==> config.mk <==
export PLATFORM = sky130hd
export DESIGN_NAME = encoder_logic_unit
export DESIGN_NICKNAME = d
export VERILOG_FILES = /design/src/rtl/elu_pkg.sv /design/src/rtl/elu_mt_decode.sv /design/src/rtl/encoder_logic_unit.sv
export SDC_FILE = /design/constraint.sdc
export NUM_CORES = 1
export LEC_CHECK = 0
export CORE_UTILIZATION = 40
export CTS_CLUSTER_SIZE = 40
export DETAILED_ROUTE_END_ITERATION = 16
export GPL_ROUTABILITY_DRIVEN = 0
export PLACE_DENSITY = 0.79
export SETUP_SLACK_MARGIN = 0.3
export SYNTH_ARGS = -nofsm -noshare
export SYNTH_HDL_FRONTEND = slang
export SYNTH_SLANG_ARGS = --single-unit
==> constraint.sdc <==
create_clock -name clk -period 2 [get_ports clk]
set_input_delay 0.3 -clock clk [delete_from_list [all_inputs] [get_ports clk]]
set_output_delay 0.3 -clock clk [all_outputs]
set_load 0.02 [all_outputs]
==> src/rtl/elu_pkg.sv <==
// elu_pkg: shared op codes, minterm bit positions and the gate helper.
// Latency: n/a (types and functions only).
// Backpressure: n/a.
package elu_pkg;

  typedef logic [2:0] op_t;

  localparam op_t OP_AND  = 3'd0;
  localparam op_t OP_OR   = 3'd1;
  localparam op_t OP_NOT  = 3'd2;
  localparam op_t OP_NAND = 3'd3;
  localparam op_t OP_NOR  = 3'd4;
  localparam op_t OP_XOR  = 3'd5;
  localparam op_t OP_XNOR = 3'd6;
  localparam op_t OP_BUF  = 3'd7;

  // Bit positions inside a 4-bit minterm code.
  localparam int MT_AB   = 3;  // a & b
  localparam int MT_ANB  = 2;  // a & ~b
  localparam int MT_NAB  = 1;  // ~a & b
  localparam int MT_NANB = 0;  // ~a & ~b

  // One channel of the selected gate function.
  function automatic logic apply_op(input op_t op, input logic a, input logic b);
    logic y;
    case (op)
      OP_AND:  y = a & b;
      OP_OR:   y = a | b;
      OP_NOT:  y = ~a;
      OP_NAND: y = ~(a & b);
      OP_NOR:  y = ~(a | b);
      OP_XOR:  y = a ^ b;
      OP_XNOR: y = ~(a ^ b);
      default: y = a;  // OP_BUF
    endcase
    return y;
  endfunction

endpackage

==> src/rtl/elu_mt_decode.sv <==
// elu_mt_decode: one-channel minterm code -> (a, b, err) priority decoder.
// Latency: combinational. Backpressure: none.
// Ports: mt_i 4-bit code; a_o/b_o decoded operands; err_o set when code is not one-hot.
module elu_mt_decode
  import elu_pkg::*;
(
  input  logic [3:0] mt_i,
  output logic       a_o,
  output logic       b_o,
  output logic       err_o
);

  // Highest set bit wins: a is set when bit 3 or 2 wins, b when bit 3 or 1 wins.
  // Bit 1 only wins when bit 2 is clear (and bit 3 is already covered).
  assign a_o = mt_i[MT_AB] | mt_i[MT_ANB];
  assign b_o = mt_i[MT_AB] | (~mt_i[MT_ANB] & mt_i[MT_NAB]);

  // Exactly one bit set <=> nonzero and clearing the lowest set bit leaves zero.
  logic one_hot;
  assign one_hot = (mt_i != 4'd0) && ((mt_i & (mt_i - 4'd1)) == 4'd0);
  assign err_o   = ~one_hot;

endmodule

==> src/rtl/encoder_logic_unit.sv <==
// encoder_logic_unit: CH-channel minterm decode + selectable gate, 2-stage valid/ready pipe.
// Latency: 2 edges from acceptance to out_valid; 1 beat/cycle; 2 beats in flight.
// Backpressure: in_ready = ~s1_valid | ~out_valid | out_ready (combinational from out_ready).
// Ports: in_valid/in_ready/in_mt/in_op in, out_valid/out_ready/out_y/out_err out,
//        err_clr/err_cnt saturating illegal-beat counter, built only with ELU_ERR_COUNT_EN.
module encoder_logic_unit
  import elu_pkg::*;
#(
  parameter int CH    = 4,
  parameter int CNT_W = 8
) (
  input  logic              clk,
  input  logic              rst_n,
  input  logic              in_valid,
  output logic              in_ready,
  input  logic [4*CH-1:0]   in_mt,
  input  logic [2:0]        in_op,
  output logic              out_valid,
  input  logic              out_ready,
  output logic [CH-1:0]     out_y,
  output logic [CH-1:0]     out_err,
  input  logic              err_clr,
  output logic [CNT_W-1:0]  err_cnt
);

  logic [CH-1:0] dec_a, dec_b, dec_err;

  for (genvar k = 0; k < CH; k++) begin : g_dec
    elu_mt_decode u_dec (
      .mt_i  (in_mt[4*k +: 4]),
      .a_o   (dec_a[k]),
      .b_o   (dec_b[k]),
      .err_o (dec_err[k])
    );
  end

  // Stage registers
  logic          s1_valid_q;
  logic [CH-1:0] s1_a_q, s1_b_q, s1_err_q;
  op_t           s1_op_q;
  logic          out_valid_q;
  logic [CH-1:0] out_y_q, out_err_q;
  logic [CH-1:0] out_y_d;

  logic s1_load, s2_load, accept;

  assign s2_load  = ~out_valid_q | out_ready;
  assign s1_load  = ~s1_valid_q | s2_load;
  assign in_ready = s1_load;
  assign accept   = in_valid & s1_load;

  always_comb begin
    out_y_d = '0;
    for (int k = 0; k < CH; k++) begin
      out_y_d[k] = apply_op(s1_op_q, s1_a_q[k], s1_b_q[k]);
    end
  end

  always_ff @(posedge clk or negedge rst_n) begin
    if (!rst_n) begin
      s1_valid_q <= 1'b0;
      s1_a_q     <= '0;
      s1_b_q     <= '0;
      s1_err_q   <= '0;
      s1_op_q    <= OP_AND;
    end else if (s1_load) begin
      s1_valid_q <= in_valid;
      s1_a_q     <= dec_a;
      s1_b_q     <= dec_b;
      s1_err_q   <= dec_err;
      s1_op_q    <= op_t'(in_op);
    end
  end

  always_ff @(posedge clk or negedge rst_n) begin
    if (!rst_n) begin
      out_valid_q <= 1'b0;
      out_y_q     <= '0;
      out_err_q   <= '0;
    end else if (s2_load) begin
      out_valid_q <= s1_valid_q;
      out_y_q     <= out_y_d;
      out_err_q   <= s1_err_q;
    end
  end

  assign out_valid = out_valid_q;
  assign out_y     = out_y_q;
  assign out_err   = out_err_q;

`ifdef ELU_ERR_COUNT_EN
  logic [CNT_W-1:0] err_cnt_q, err_cnt_d;

  // Clear wins over a same-cycle increment; increment saturates at all-ones.
  always_comb begin
    err_cnt_d = err_cnt_q;
    if (err_clr) begin
      err_cnt_d = '0;
    end else if (accept && (|dec_err) && (err_cnt_q != {CNT_W{1'b1}})) begin
      err_cnt_d = err_cnt_q + CNT_W'(1);
    end
  end

  always_ff @(posedge clk or negedge rst_n) begin
    if (!rst_n) err_cnt_q <= '0;
    else        err_cnt_q <= err_cnt_d;
  end

  assign err_cnt = err_cnt_q;
`else
  logic unused_cnt_inputs;
  assign unused_cnt_inputs = err_clr ^ accept;
  assign err_cnt = '0;
`endif

endmodule
==> out/metrics.yaml <==
status: "finished clean"
ys_types: 33
grt_pass1_wl_um: 4940
drt_iter0_drc: 75
ios: 42
critPathLaunchType: "flip-flop"
drt-total-wl_um: 2800
seq_area_frac_synth_pct: 39.7
critPathArrivalTime_ns: 1.72
die_w_um: 64.8
final_cells: 256
vias: 1285
clkSinkCount: 25
worstPathMaxFanout: 5
cts_tree: "built"
area_growth_pct: 23.2
power_w: 0.00141
die_y_um: 64.8
comb_power_share_pct: 32.6
ys_top_cells_by_area: "dfrtp_1 40%, o21ai_0 8.6%, ha_1 6.3%"
layout_commonest_cell: "clkdlybuf4s50_1"
ys_ff_latch: 25
layout.nets: 241
yosys_warnings: 0
p_int_w: 0.000956
hpwlAfterDp_um: 2120
clkTransAtPathRegs_ns: 0.09
cp_slowest_cell: "dfrtp_2"
crit_family: "compound AO/OA/AOI/OAI gates"
grt_max_degree: 26
antennaDiodeCount: 0
htree_num_levels: 1
fin_crit_sh_pct: 78.1
antenna_found_initial: 0
drtPass1Iterations: 4
synthCells: 177
setup_slack_ns: 0.437
final_cell_mix: "31 x clkdlybuf4s50_1, 27 x o21ai_0, 23 x dfrtp_1, 21 x nand2_1, 12 x nor2_1"
synth_top_cell_area_share_pct: 39.7
dp_slack_ns: 0.0204
hold_viol_final: 0
cts_hold_buf: 0
io_buffer_count: 32
ant_nets: 0
via_per_inst: 5.02
fin_crit_ns: 1.56
finalSetupTns_ns: 0
synth_area_per_cell_um2: 8.91
seq_power_share_pct: 45.7
hold_path.class: "in2async"
p_sw_w: 0.000456
power_density_nw_per_um2: 727
cap_violations: 0
path_class: "reg2reg"
clkPwrFrac_pct: 21.7
rows: 22
fin_skew_ns: 0.00315
endpoint_kind: "flip-flop"
place.detailed.instances: 252
dieArea_um2: 4200
vdd_drop_max_uv: 260
power_leakage_nw: 0.837
drc: 0
final_util_pct: 52.3
final-setup-viol-count: 0
worst-path-buf-inv: 0
synth_area_um2: 1580
p_sw_share_pct: 32.3
clk_path_buf_depth: 2
wl_per_cell_um: 10.9
layout-drive-gt1-share_pct: 10.6
rsz0062_at_grt: "no"
required_ns: 2.16
worstPathCellList: "ha_1 -> mux2_4 -> o211a_1 -> a221oi_1 -> o31ai_1"
fmax_mhz: 640
numCtsBuffers: 3
start_util_pct: 42.4
grt_pass1_vias: 1173
grt_use_total_pct: 15.4
yosys.area.top_type: "dfrtp_1"
clock_latency_ns: 0.28
core_area_um2: 3720
cp_slowest_stage_delay_ns: 0.44
final_max_slew_viol_count: 0
grt_overflow: 0
root_buffer: "clkbuf_8"
-- flip-flops by register name (all words and copies together) (netlist names) --
name        count
s1_a_q          4
out_err         4
s1_valid_q      1
s1_err_q        4
out_y           4
out_valid       1
s1_b_q          4
s1_op_q         3
-- timing repair --
action,CTS,global route
setup endpoints to repair,1,3
setup buffers,0,0
resized for setup,2,3
-- logic make-up (layout without fill, tap and decap cells) --
family / Yosys count / after routing / synth area share [%]
AOI/OAI and AO/OA: 54 / 54 / 21.5
xor gates and xnor gates: 4 / 4 / 2.22
adders and majority gates: 8 / 8 / 6.35
buffers and inverters: 29 / 53 / 11.0
DFF: 25 / 25 / 39.7
muxes: 5 / 5 / 3.81
other: 1 / 8 / 0.238
and+or+nand+nor: 51 / 51 / 15.2
-- synthesized netlist by cell type --
master    count
o21ai_1       1
o32ai_1       3
buf_4         9
a221oi_1      3
conb_1        1
o211a_1       1
a21oi_1       7
nand3b_1      3
clkbuf_2      1
mux2_2        4
nand2b_1      1
a22o_1        2
o41ai_2       1
buf_6         3
o31ai_1       7
inv_4         1
a311oi_1      1
ha_1          8
dfrtp_1      25
buf_2         3
inv_1        11
o21ai_0      27
nand3_1       4
xor2_1        4
nor2_1       12
mux2_4        1
or2_2         1
nor2b_1       6
clkbuf_1      1
o22ai_1       1
and2_1        1
nand2_1      21
nand2b_2      2
-- power groups by stage --
stage	clock, W	sequential, W	combinational, W
after floorplan	0	0.000679	0.000270
after global placement	0	0.000653	0.000456
after detailed placement	0	0.000657	0.000462
after CTS	0.000320	0.000647	0.000464
after global routing	0.000336	0.000659	0.000509
final	0.000306	0.000646	0.000460
-- worst paths after layout --
check	end	cells after the start	slack, ns	startpoint
setup / recovery	out_y[3]	5	0.44	s1_a_q[3]
hold / removal	out_y[0]	2	0.38	rst_n
setup reg to reg	out_y[3]	5	0.44	s1_a_q[3]
hold reg to reg	out_valid	1	0.48	s1_valid_q
max in group asynchronous	s1_a_q[3]	2	1.36	rst_n
min in group clk	out_valid	1	0.48	s1_valid_q
-- metal layers --
| layer | global-route usage (%) | routed length (µm) |
|---|---|---|
| met4 | 11.4 | 111 |
| met1 | 18.7 | 1280 |
| met3 | 2.11 | 119 |
| met5 | 0 | 0 |
| met2 | 24.9 | 1290 |
-- stage by stage --
| stage | area [µm²] | hold WS [ns] |
|---|---|---|
| finish | 1940 | 0.377 |
| global route | 1940 | 0.406 |
| CTS | 1940 | 0.384 |
| detailed placement | 1900 | 0.458 |
| global placement | 1900 | 0.457 |
| floorplan | 1600 | 0.00441 |
-- area by class of cell --
type | instances | area [µm²]
Clock buffer | 3 | 41.3
Clock inverter | 1 | 7.51
Fill cell | 368 | 1770
Inverter | 12 | 47.5
Multi-Input combinational cell | 130 | 805
Sequential cell | 25 | 628
Tap cell | 48 | 60.1
Timing Repair Buffer | 37 | 353
Note: power is estimated with default switching activity, not from simulation.
